File: config.mk
export PLATFORM = sky130hd
export DESIGN_NAME = async_fifo_rd_ctrl
export DESIGN_NICKNAME = d
export VERILOG_FILES = /design/src/rtl/async_fifo_pkg.sv /design/src/rtl/async_fifo_rd_ctrl_gray_ptr_sync.sv /design/src/rtl/async_fifo_rd_ctrl.sv
export SDC_FILE = /design/constraint.sdc
export NUM_CORES = 1
export LEC_CHECK = 0
export ABC_AREA = 1
export BUFFER_PORTS_ARGS = -buffer_cell sky130_fd_sc_hd__buf_4
export CORE_MARGIN = 1
export CORE_UTILIZATION = 41
export DETAILED_ROUTE_END_ITERATION = 6
export PLACE_DENSITY = 0.66
export SYNTH_ARGS = -nofsm -noshare
export SYNTH_HDL_FRONTEND = slang
export SYNTH_HIERARCHICAL = 1
export SYNTH_SLANG_ARGS = --single-unit
File: constraint.sdc
create_clock -name rclock -period 1.7 [get_ports rclock]
set_input_delay 0.085 -clock rclock [delete_from_list [all_inputs] [get_ports rclock]]
set_output_delay 0.085 -clock rclock [all_outputs]
set_load 0.005 [all_outputs]
File: src/rtl/async_fifo_pkg.sv
// Shared Gray-code helpers for both controllers of the dual-clock FIFO.
// Functions take zero-extended pointers, so one definition serves every pointer width.
package async_fifo_pkg;

  localparam int DEF_ADDR_WIDTH = 3;
  localparam int PTR_W          = DEF_ADDR_WIDTH + 1;

  function automatic logic [31:0] bin2gray(input logic [31:0] b);
    return b ^ (b >> 1);
  endfunction

  // Each binary bit is the XOR of all Gray bits at and above it.
  function automatic logic [31:0] gray2bin(input logic [31:0] g);
    logic [31:0] b;
    b[31] = g[31];
    for (int i = 30; i >= 0; i--) begin
      b[i] = b[i+1] ^ g[i];
    end
    return b;
  endfunction

endpackage

File: src/rtl/async_fifo_rd_ctrl_gray_ptr_sync.sv
// Multi-flop synchroniser for a Gray pointer crossing clock domains.
// Synchronous active-low reset clears every stage.
module gray_ptr_sync #(
  parameter int WIDTH  = 4,
  parameter int STAGES = 2
) (
  input  logic             clock,
  input  logic             reset,
  input  logic [WIDTH-1:0] d,
  output logic [WIDTH-1:0] q
);

  logic [WIDTH-1:0] chain [STAGES];

  always_ff @(posedge clock) begin
    if (!reset) begin
      for (int i = 0; i < STAGES; i++) chain[i] <= '0;
    end else begin
      chain[0] <= d;
      for (int i = 1; i < STAGES; i++) chain[i] <= chain[i-1];
    end
  end

  assign q = chain[STAGES-1];

endmodule

File: src/rtl/async_fifo_rd_ctrl.sv
// Read-side controller of the dual-clock FIFO: pointer, empty, sticky underflow,
// and (with macro RD_CTRL_LEVEL_EN defined) occupancy level and almost-empty.
module async_fifo_rd_ctrl
  import async_fifo_pkg::*;
#(
  parameter int ADDR_WIDTH  = 3,
  parameter int SYNC_STAGES = 2,
  parameter int AE_THRESH   = 1
) (
  input  logic                  rclock,
  input  logic                  rreset,
  input  logic                  r_en,
  input  logic [ADDR_WIDTH:0]   gray_wptr_async,
  output logic                  rd_fire,
  output logic [ADDR_WIDTH-1:0] raddr,
  output logic [ADDR_WIDTH:0]   gray_rptr,
  output logic                  empty,
  output logic                  almost_empty,
  output logic [ADDR_WIDTH:0]   rd_level,
  output logic                  underflow
);

  localparam int PTR_BITS = ADDR_WIDTH + 1;

  logic [PTR_BITS-1:0] wptr_sync;
  logic [PTR_BITS-1:0] bin_rptr;
  logic [PTR_BITS-1:0] bin_next;
  logic [PTR_BITS-1:0] gray_next;

  gray_ptr_sync #(
    .WIDTH  (PTR_BITS),
    .STAGES (SYNC_STAGES)
  ) u_wptr_sync (
    .clock (rclock),
    .reset (rreset),
    .d     (gray_wptr_async),
    .q     (wptr_sync)
  );

  assign rd_fire   = r_en & ~empty;
  assign raddr     = bin_rptr[ADDR_WIDTH-1:0];
  assign bin_next  = bin_rptr + PTR_BITS'(rd_fire);
  assign gray_next = PTR_BITS'(bin2gray(32'(bin_next)));

  // Empty compares against the post-read pointer so the last read flags empty on its own edge.
  always_ff @(posedge rclock) begin
    if (!rreset) begin
      bin_rptr  <= '0;
      gray_rptr <= '0;
      empty     <= 1'b1;
      underflow <= 1'b0;
    end else begin
      bin_rptr  <= bin_next;
      gray_rptr <= gray_next;
      empty     <= (gray_next == wptr_sync);
      if (r_en && empty) underflow <= 1'b1;
    end
  end

`ifdef RD_CTRL_LEVEL_EN
  localparam logic [PTR_BITS-1:0] AE_LIM = PTR_BITS'(AE_THRESH);

  logic [PTR_BITS-1:0] wbin;
  logic [PTR_BITS-1:0] level_next;

  // Delayed write pointer makes this level pessimistic, never optimistic.
  assign wbin       = PTR_BITS'(gray2bin(32'(wptr_sync)));
  assign level_next = wbin - bin_next;

  always_ff @(posedge rclock) begin
    if (!rreset) begin
      rd_level     <= '0;
      almost_empty <= 1'b1;
    end else begin
      rd_level     <= level_next;
      almost_empty <= (level_next <= AE_LIM);
    end
  end
`else
  assign rd_level     = '0;
  assign almost_empty = empty;
`endif

endmodule

==> impl_metrics.py, run 1 <==
metrics = {
    "routing": {
        "num_vias": 637,
        "wire_per_inst_um": 8.953,
        "drc": 0,
        "drt-total-wl_um": 1325,
        "first_pass_iters": 4,
        "first_iter_violations": 3,
        "viasPerCell": 4.304,
        "drtAntennaViolNets": 0,
    },
    "layout": {
        "final_common_cell": "nand2_1",
        "fin_nets": 133,
        "area_growth_syn_to_layout_pct": 26.97,
        "seq_area_sq_um": 341.6,
        "fill_cells": 180,
        "final_cell_mix": "nand2_1 (26), inv_1 (19), buf_4 (18), dfxtp_1 (16), nand3_1 (13)",
        "multi_input_area_sq_um": 320.3,
        "fin_util": 0.5594,
        "drive_above_1_share": 0.2276,
        "antenna_cells": 0,
    },
    "critical_path": {
        "worst-path-max-fanout": 5,
        "critical_path.slowest_cell": "dfxtp_2",
        "cp.buffers_inverters": 1,
        "r2r-end": "almost_empty$_SDFF_PN1_",
        "rr_startpoint": "almost_empty$_SDFF_PN1_",
        "cpPeakStageDelay_ps": 360,
        "end_kind": "register",
        "cp-start-kind": "register",
        "crit_type": "register to register",
        "worstPathArrival_ps": 1750,
        "crit_path_end": "almost_empty$_SDFF_PN1_",
        "rr_worst_depth": 12,
        "worstPathCellList": "nor2_4 -> ha_4 -> ha_4 -> inv_1 -> nand2_1 -> nand2_1 -> nand2_1 -> nand2_1 -> nand3_1 -> nor2_1 -> nand2_1 -> nand2_1",
        "worst_ep_required_time_ps": 1940,
        "crit_start": "almost_empty$_SDFF_PN1_",
        "cp_top_family": "simple AND/OR/NAND/NOR gates",
        "cpMostUsedCell": "nand2_1",
        "worstSetupPathDepth": 12,
        "regToRegSetupSlack_ps": 180,
    },
    "synth": {
        "synth_area_sq_um": 760.7,
        "synth_compound_area_frac": 0.02632,
        "ys_seq_elements": 17,
        "yosysWarnings": 6,
        "avgSynthCellArea_sq_um": 7.315,
        "synth.distinct_cells": 13,
        "synthMuxAreaShare": 0,
        "yosys.area_share.simple": 0.2993,
        "synth_top_family_by_area": "simple AND/OR/NAND/NOR gates",
        "synthCells": 104,
        "synth_fa_ha_area_frac": 0.03289,
        "synthXorXnorAreaFrac": 0,
        "ys_seq_area_frac": 0.4474,
    },
    "global_routing": {
        "grt-ovfl-total": 0,
        "grt_pass1_wl_um": 2049,
        "grt.total_usage": 0.1438,
        "grt_max_degree": 13,
        "antenna_found_initial": 0,
        "grt_pass1_vias": 518,
    },
    "placement": {
        "dp_slack_ps": -43.86,
        "place.gp.congestion": 0.7749,
        "dpl.hpwl_um": 999.4,
        "io_buffers": 17,
    },
    "floorplan": {
        "io_pins": 22,
        "die_w_um": 45.08,
        "die_area_sq_um": 2032,
        "fp.coreArea_sq_um": 1727,
        "rows": 15,
        "start_util": 0.4406,
        "fp.dieH_um": 45.08,
    },
    "sta": {
        "timing.final.crit_share": 0.8913,
        "hold_viol_final": 0,
        "layout_setup_ws_ps": 184.7,
        "fmax_mhz": 659.9,
        "finalSetupViolations": 0,
        "rsz0062_at_grt": "no",
        "report.final.slew_viol_count": 0,
        "layout_min_cycle_time_ps": 1515,
        "skew_ps": 2.636,
    },
    "clock_tree": {
        "cts_max_path_buffers": 2,
        "clk_latency_ps": 290,
        "cts_tree": "built",
        "cts-root-buf": "clkbuf_4",
        "cts.sinks": 17,
        "path_clk_slew_ps": 90,
        "numCtsBuffers": 3,
        "htreeDepth": 1,
    },
    "pwr": {
        "power_leakage_nw": 0.5140,
        "p_per_area_nw_per_um2": 804.5,
        "irDropWorstVdd_mv": 0.5393,
    },
    "run": {
        "max-cap-violations": 0,
    },
    "outcome": {
        "status": "completed",
    },
    "min_path": {
        "hold_class": "input pin to register",
    },
}
[sequential cells by signal (all words and copies together), names as in the netlist]
| signal | count |
|---|---|
| bin_rptr | 3 |
| underflow | 1 |
| almost_empty | 1 |
| u_wptr_sync/chain | 8 |
| gray_rptr | 4 |
[where the power goes]
part           leakage, nW  switching, mW  internal (mW)
combinational        0.360         0.0581         0.0691
sequential           0.139         0.0151          0.422
clock               0.0150          0.122         0.0912
total                0.514          0.195          0.582
[cells in the mapped netlist (all sizes together)]
master,n,share of area
buf,10,0.095
nor2,5,0.025
a21oi,4,0.026
ha,2,0.033
nand2,29,0.15
dfxtp,17,0.45
nand3,13,0.086
nand4,2,0.016
conb,1,0.0049
nand3b,2,0.020
inv,19,0.094
[final cells by class]
| cell class | instances | area share |
|---|---|---|
| repair buffers | 22 | 0.1813 |
| well taps | 25 | 0.03238 |
| flip-flops and latches | 17 | 0.3536 |
| inverters | 19 | 0.07383 |
| multi-input cells | 61 | 0.3316 |
| clock buffers | 4 | 0.02720 |
[metal layers]
metal  up-vias  part of all wire  track usage
met2        15              0.51       0.2406
met5         -                 0            0
met4         0             0.017      0.09091
met3         4             0.033      0.03600
met1       274              0.44       0.1621
li1        344                 -            -
[cells by family (layout without fill, tap and decap cells)]
logic type | after synthesis | count (layout)
DFF | 17 | 17
other | 1 | 4
and+or+nand+nor | 51 | 51
AOI/OAI and AO/OA | 4 | 4
buffers and inverters | 29 | 45
adders and majority gates | 2 | 2
[through the flow]
stage	hold slack [ps]	setup TNS (ps)	std cells	total power, mW	instance area, sq um
after floorplan	153.7	0	107	0.5158	772.0
after global placement	265.0	0	139	0.5499	858.3
after detailed placement	271.5	-43.86	139	0.5541	858.3
after CTS	39.58	0	147	0.7731	937.1
after global routing	39.85	0	148	0.8214	965.9
final	35.00	0	148	0.7771	965.9
[worst min-delay path by stage]
stage / from / endpoint / slack (ps) / cells after the start
final: rreset / almost_empty$_SDFF_PN1_ / 40 / 2
after global routing: rreset / almost_empty$_SDFF_PN1_ / 40 / 2
after CTS: rreset / almost_empty$_SDFF_PN1_ / 40 / 2
after detailed placement: gray_wptr_async[1] / u_wptr_sync/chain[0][1]$_SDFF_PN0_ / 270 / 3
after global placement: gray_wptr_async[1] / u_wptr_sync/chain[0][1]$_SDFF_PN0_ / 260 / 3
after floorplan: rreset / almost_empty$_SDFF_PN1_ / 150 / 1
[what timing repair did]
| item | 4_1_cts | 5_1_grt |
|---|---|---|
| hold buffers | 4 | 0 |
| endpoints found under the setup margin | 1 | 1 |
| gates resized for setup | 1 | 5 |
| pin swaps | 0 | 2 |
| hold endpoints to repair | 4 | 0 |
| setup buffers | 0 | 1 |
Note: power is estimated with default switching activity, not from simulation.
==> run 2: changes to the inputs <==
--- a/config.mk
+++ b/config.mk
@@ -10,7 +10,7 @@
 export CORE_MARGIN = 1
 export CORE_UTILIZATION = 41
 export DETAILED_ROUTE_END_ITERATION = 6
-export PLACE_DENSITY = 0.66
+export PLACE_DENSITY = 0.68
 export SYNTH_ARGS = -nofsm -noshare
 export SYNTH_HDL_FRONTEND = slang
 export SYNTH_HIERARCHICAL = 1
==> impl_metrics.py, run 2 (synthesis results as in run 1) <==
metrics = {
    "critical_path": {
        "crit_type": "register to register",
        "worstPathArrival_ps": 1800,
        "cp-start-kind": "register",
        "worst-path-max-fanout": 4,
        "worst_ep_required_time_ps": 1930,
        "end_kind": "register",
    },
    "sta": {
        "skew_ps": 9.010,
        "finalSetupViolations": 0,
        "timing.final.crit_share": 0.9207,
        "tns_ps": 0,
        "hold_viol_final": 0,
        "rsz0062_at_grt": "no",
        "report.final.slew_viol_count": 0,
        "layout_min_cycle_time_ps": 1565,
        "fmax_mhz": 638.9,
    },
    "pwr": {
        "p_int_mw": 0.5797,
        "power.total_mw": 0.7739,
        "power_frac_seq": 0.562,
        "p_per_area_nw_per_um2": 811.8,
        "p_clk_frac": 0.279,
        "irDropWorstVdd_mv": 0.5967,
        "combPwrFrac": 0.159,
        "power_switching_mw": 0.1943,
        "netSwitchingFraction": 0.2510,
        "power_leakage_nw": 0.5184,
    },
    "routing": {
        "drt-total-wl_um": 1353,
        "viasPerCell": 4.450,
        "drc": 0,
        "num_vias": 663,
        "drtAntennaViolNets": 0,
        "wire_per_inst_um": 9.081,
        "first_iter_violations": 19,
        "first_pass_iters": 5,
    },
    "layout": {
        "antenna_cells": 0,
        "seq_area_sq_um": 341.6,
        "fill_cells": 169,
        "final_common_cell": "nand2_1",
        "final_cell_mix": "nand2_1 (26), buf_4 (19), inv_1 (18), dfxtp_1 (16), nand3_1 (13)",
        "largest_reg_flops": 8,
        "largest_register": "u_wptr_sync/chain",
        "drive_above_1_share": 0.2419,
        "multi_input_area_sq_um": 300.3,
        "area_growth_syn_to_layout_pct": 25.33,
        "fin_nets": 134,
        "fin_util": 0.5522,
        "reg_top3": "u_wptr_sync/chain: 8 flops, gray_rptr: 4 flops, bin_rptr: 3 flops",
    },
    "placement": {
        "io_buffers": 17,
        "dpl.hpwl_um": 1032,
        "place.gp.congestion": 0.7617,
    },
    "clock_tree": {
        "htreeDepth": 1,
        "cts.sinks": 17,
        "cts_max_path_buffers": 2,
        "cts-root-buf": "clkbuf_4",
        "numCtsBuffers": 3,
        "path_clk_slew_ps": 90,
        "clk_latency_ps": 290,
        "post_cts_buffers": 0,
        "cts_tree": "built",
    },
    "global_routing": {
        "grt.total_usage": 0.1583,
        "grt_max_degree": 13,
        "antenna_found_initial": 0,
        "grt-ovfl-total": 0,
        "grt_pass1_wl_um": 2297,
        "grt_pass1_vias": 618,
    },
    "floorplan": {
        "fp.coreArea_sq_um": 1727,
        "rows": 15,
        "io_pins": 22,
        "die_area_sq_um": 2032,
        "die_w_um": 45.08,
        "start_util": 0.4406,
        "fp.dieH_um": 45.08,
    },
    "outcome": {
        "status": "completed",
    },
    "min_path": {
        "hold_class": "input pin to register",
    },
    "run": {
        "max-cap-violations": 0,
    },
}
[run 2: power groups by stage]
stage | clock, mW | combinational [mW] | sequential (mW)
3_3_place_gp | 0 | 0.109 | 0.441
3_5_place_dp | 0 | 0.113 | 0.442
2_1_floorplan | 0 | 0.0747 | 0.441
5_1_grt | 0.229 | 0.140 | 0.438
4_1_cts | 0.216 | 0.120 | 0.433
6_report | 0.216 | 0.123 | 0.435
[run 2: timing repair]
| action | 4_1_cts | 5_1_grt |
|---|---|---|
| endpoints found under the setup margin | 0 | 1 |
| gates resized for setup | 0 | 6 |
| endpoints found under the hold margin | 4 | 0 |
| hold buffers | 4 | 0 |
[run 2: routing by layer]
metal	vias to the layer above	part of all wire	GRT usage
li1	346	-	-
met4	0	0.022	0.1030
met3	4	0.033	0.02400
met5	-	0	0
met1	293	0.43	0.1554
met2	20	0.51	0.3014
[run 2: final timing paths]
path	startpoint	endpoint	slack, ps	cells after the start
min	r_en	underflow$_SDFFE_PN0P_	30	3
max	almost_empty$_SDFF_PN1_	almost_empty$_SDFF_PN1_	130	12
min reg2reg	u_wptr_sync/chain[0][2]$_SDFF_PN0_	u_wptr_sync/chain[0][6]$_SDFF_PN0_	420	2
max reg2reg	almost_empty$_SDFF_PN1_	almost_empty$_SDFF_PN1_	130	12
[run 2: per-stage QoR]
stage | setup WS (ps) | hold slack (ps) | cell area, sq um | instances
after floorplan | 108.7 | 153.7 | 772.0 | 107
after global placement | 126.7 | 264.6 | 873.3 | 141
after detailed placement | 76.46 | 272.9 | 873.3 | 141
after CTS | 53.66 | 28.59 | 939.7 | 149
after global routing | 3.724 | 51.16 | 953.4 | 149
final | 134.9 | 26.68 | 953.4 | 149
[run 2: layout make-up]
class,instances,share of cell area
timing repair buffer,23,0.1916
inverter,19,0.07480
sequential,17,0.3583
multi-input combinational,61,0.3150
clock buffer,4,0.02756
tap,25,0.03281
[run 2: worst max-delay path, stage by stage (launching register included)]
cell	delay, ps
dfxtp_2	350
nor2_4	110
ha_2	180
ha_2	280
inv_2	70
nand2_1	70
nand2_1	90
nand2_1	50
nand2_1	50
nand3_1	70
nor2_1	80
nand2_1	50
nand2_1	50
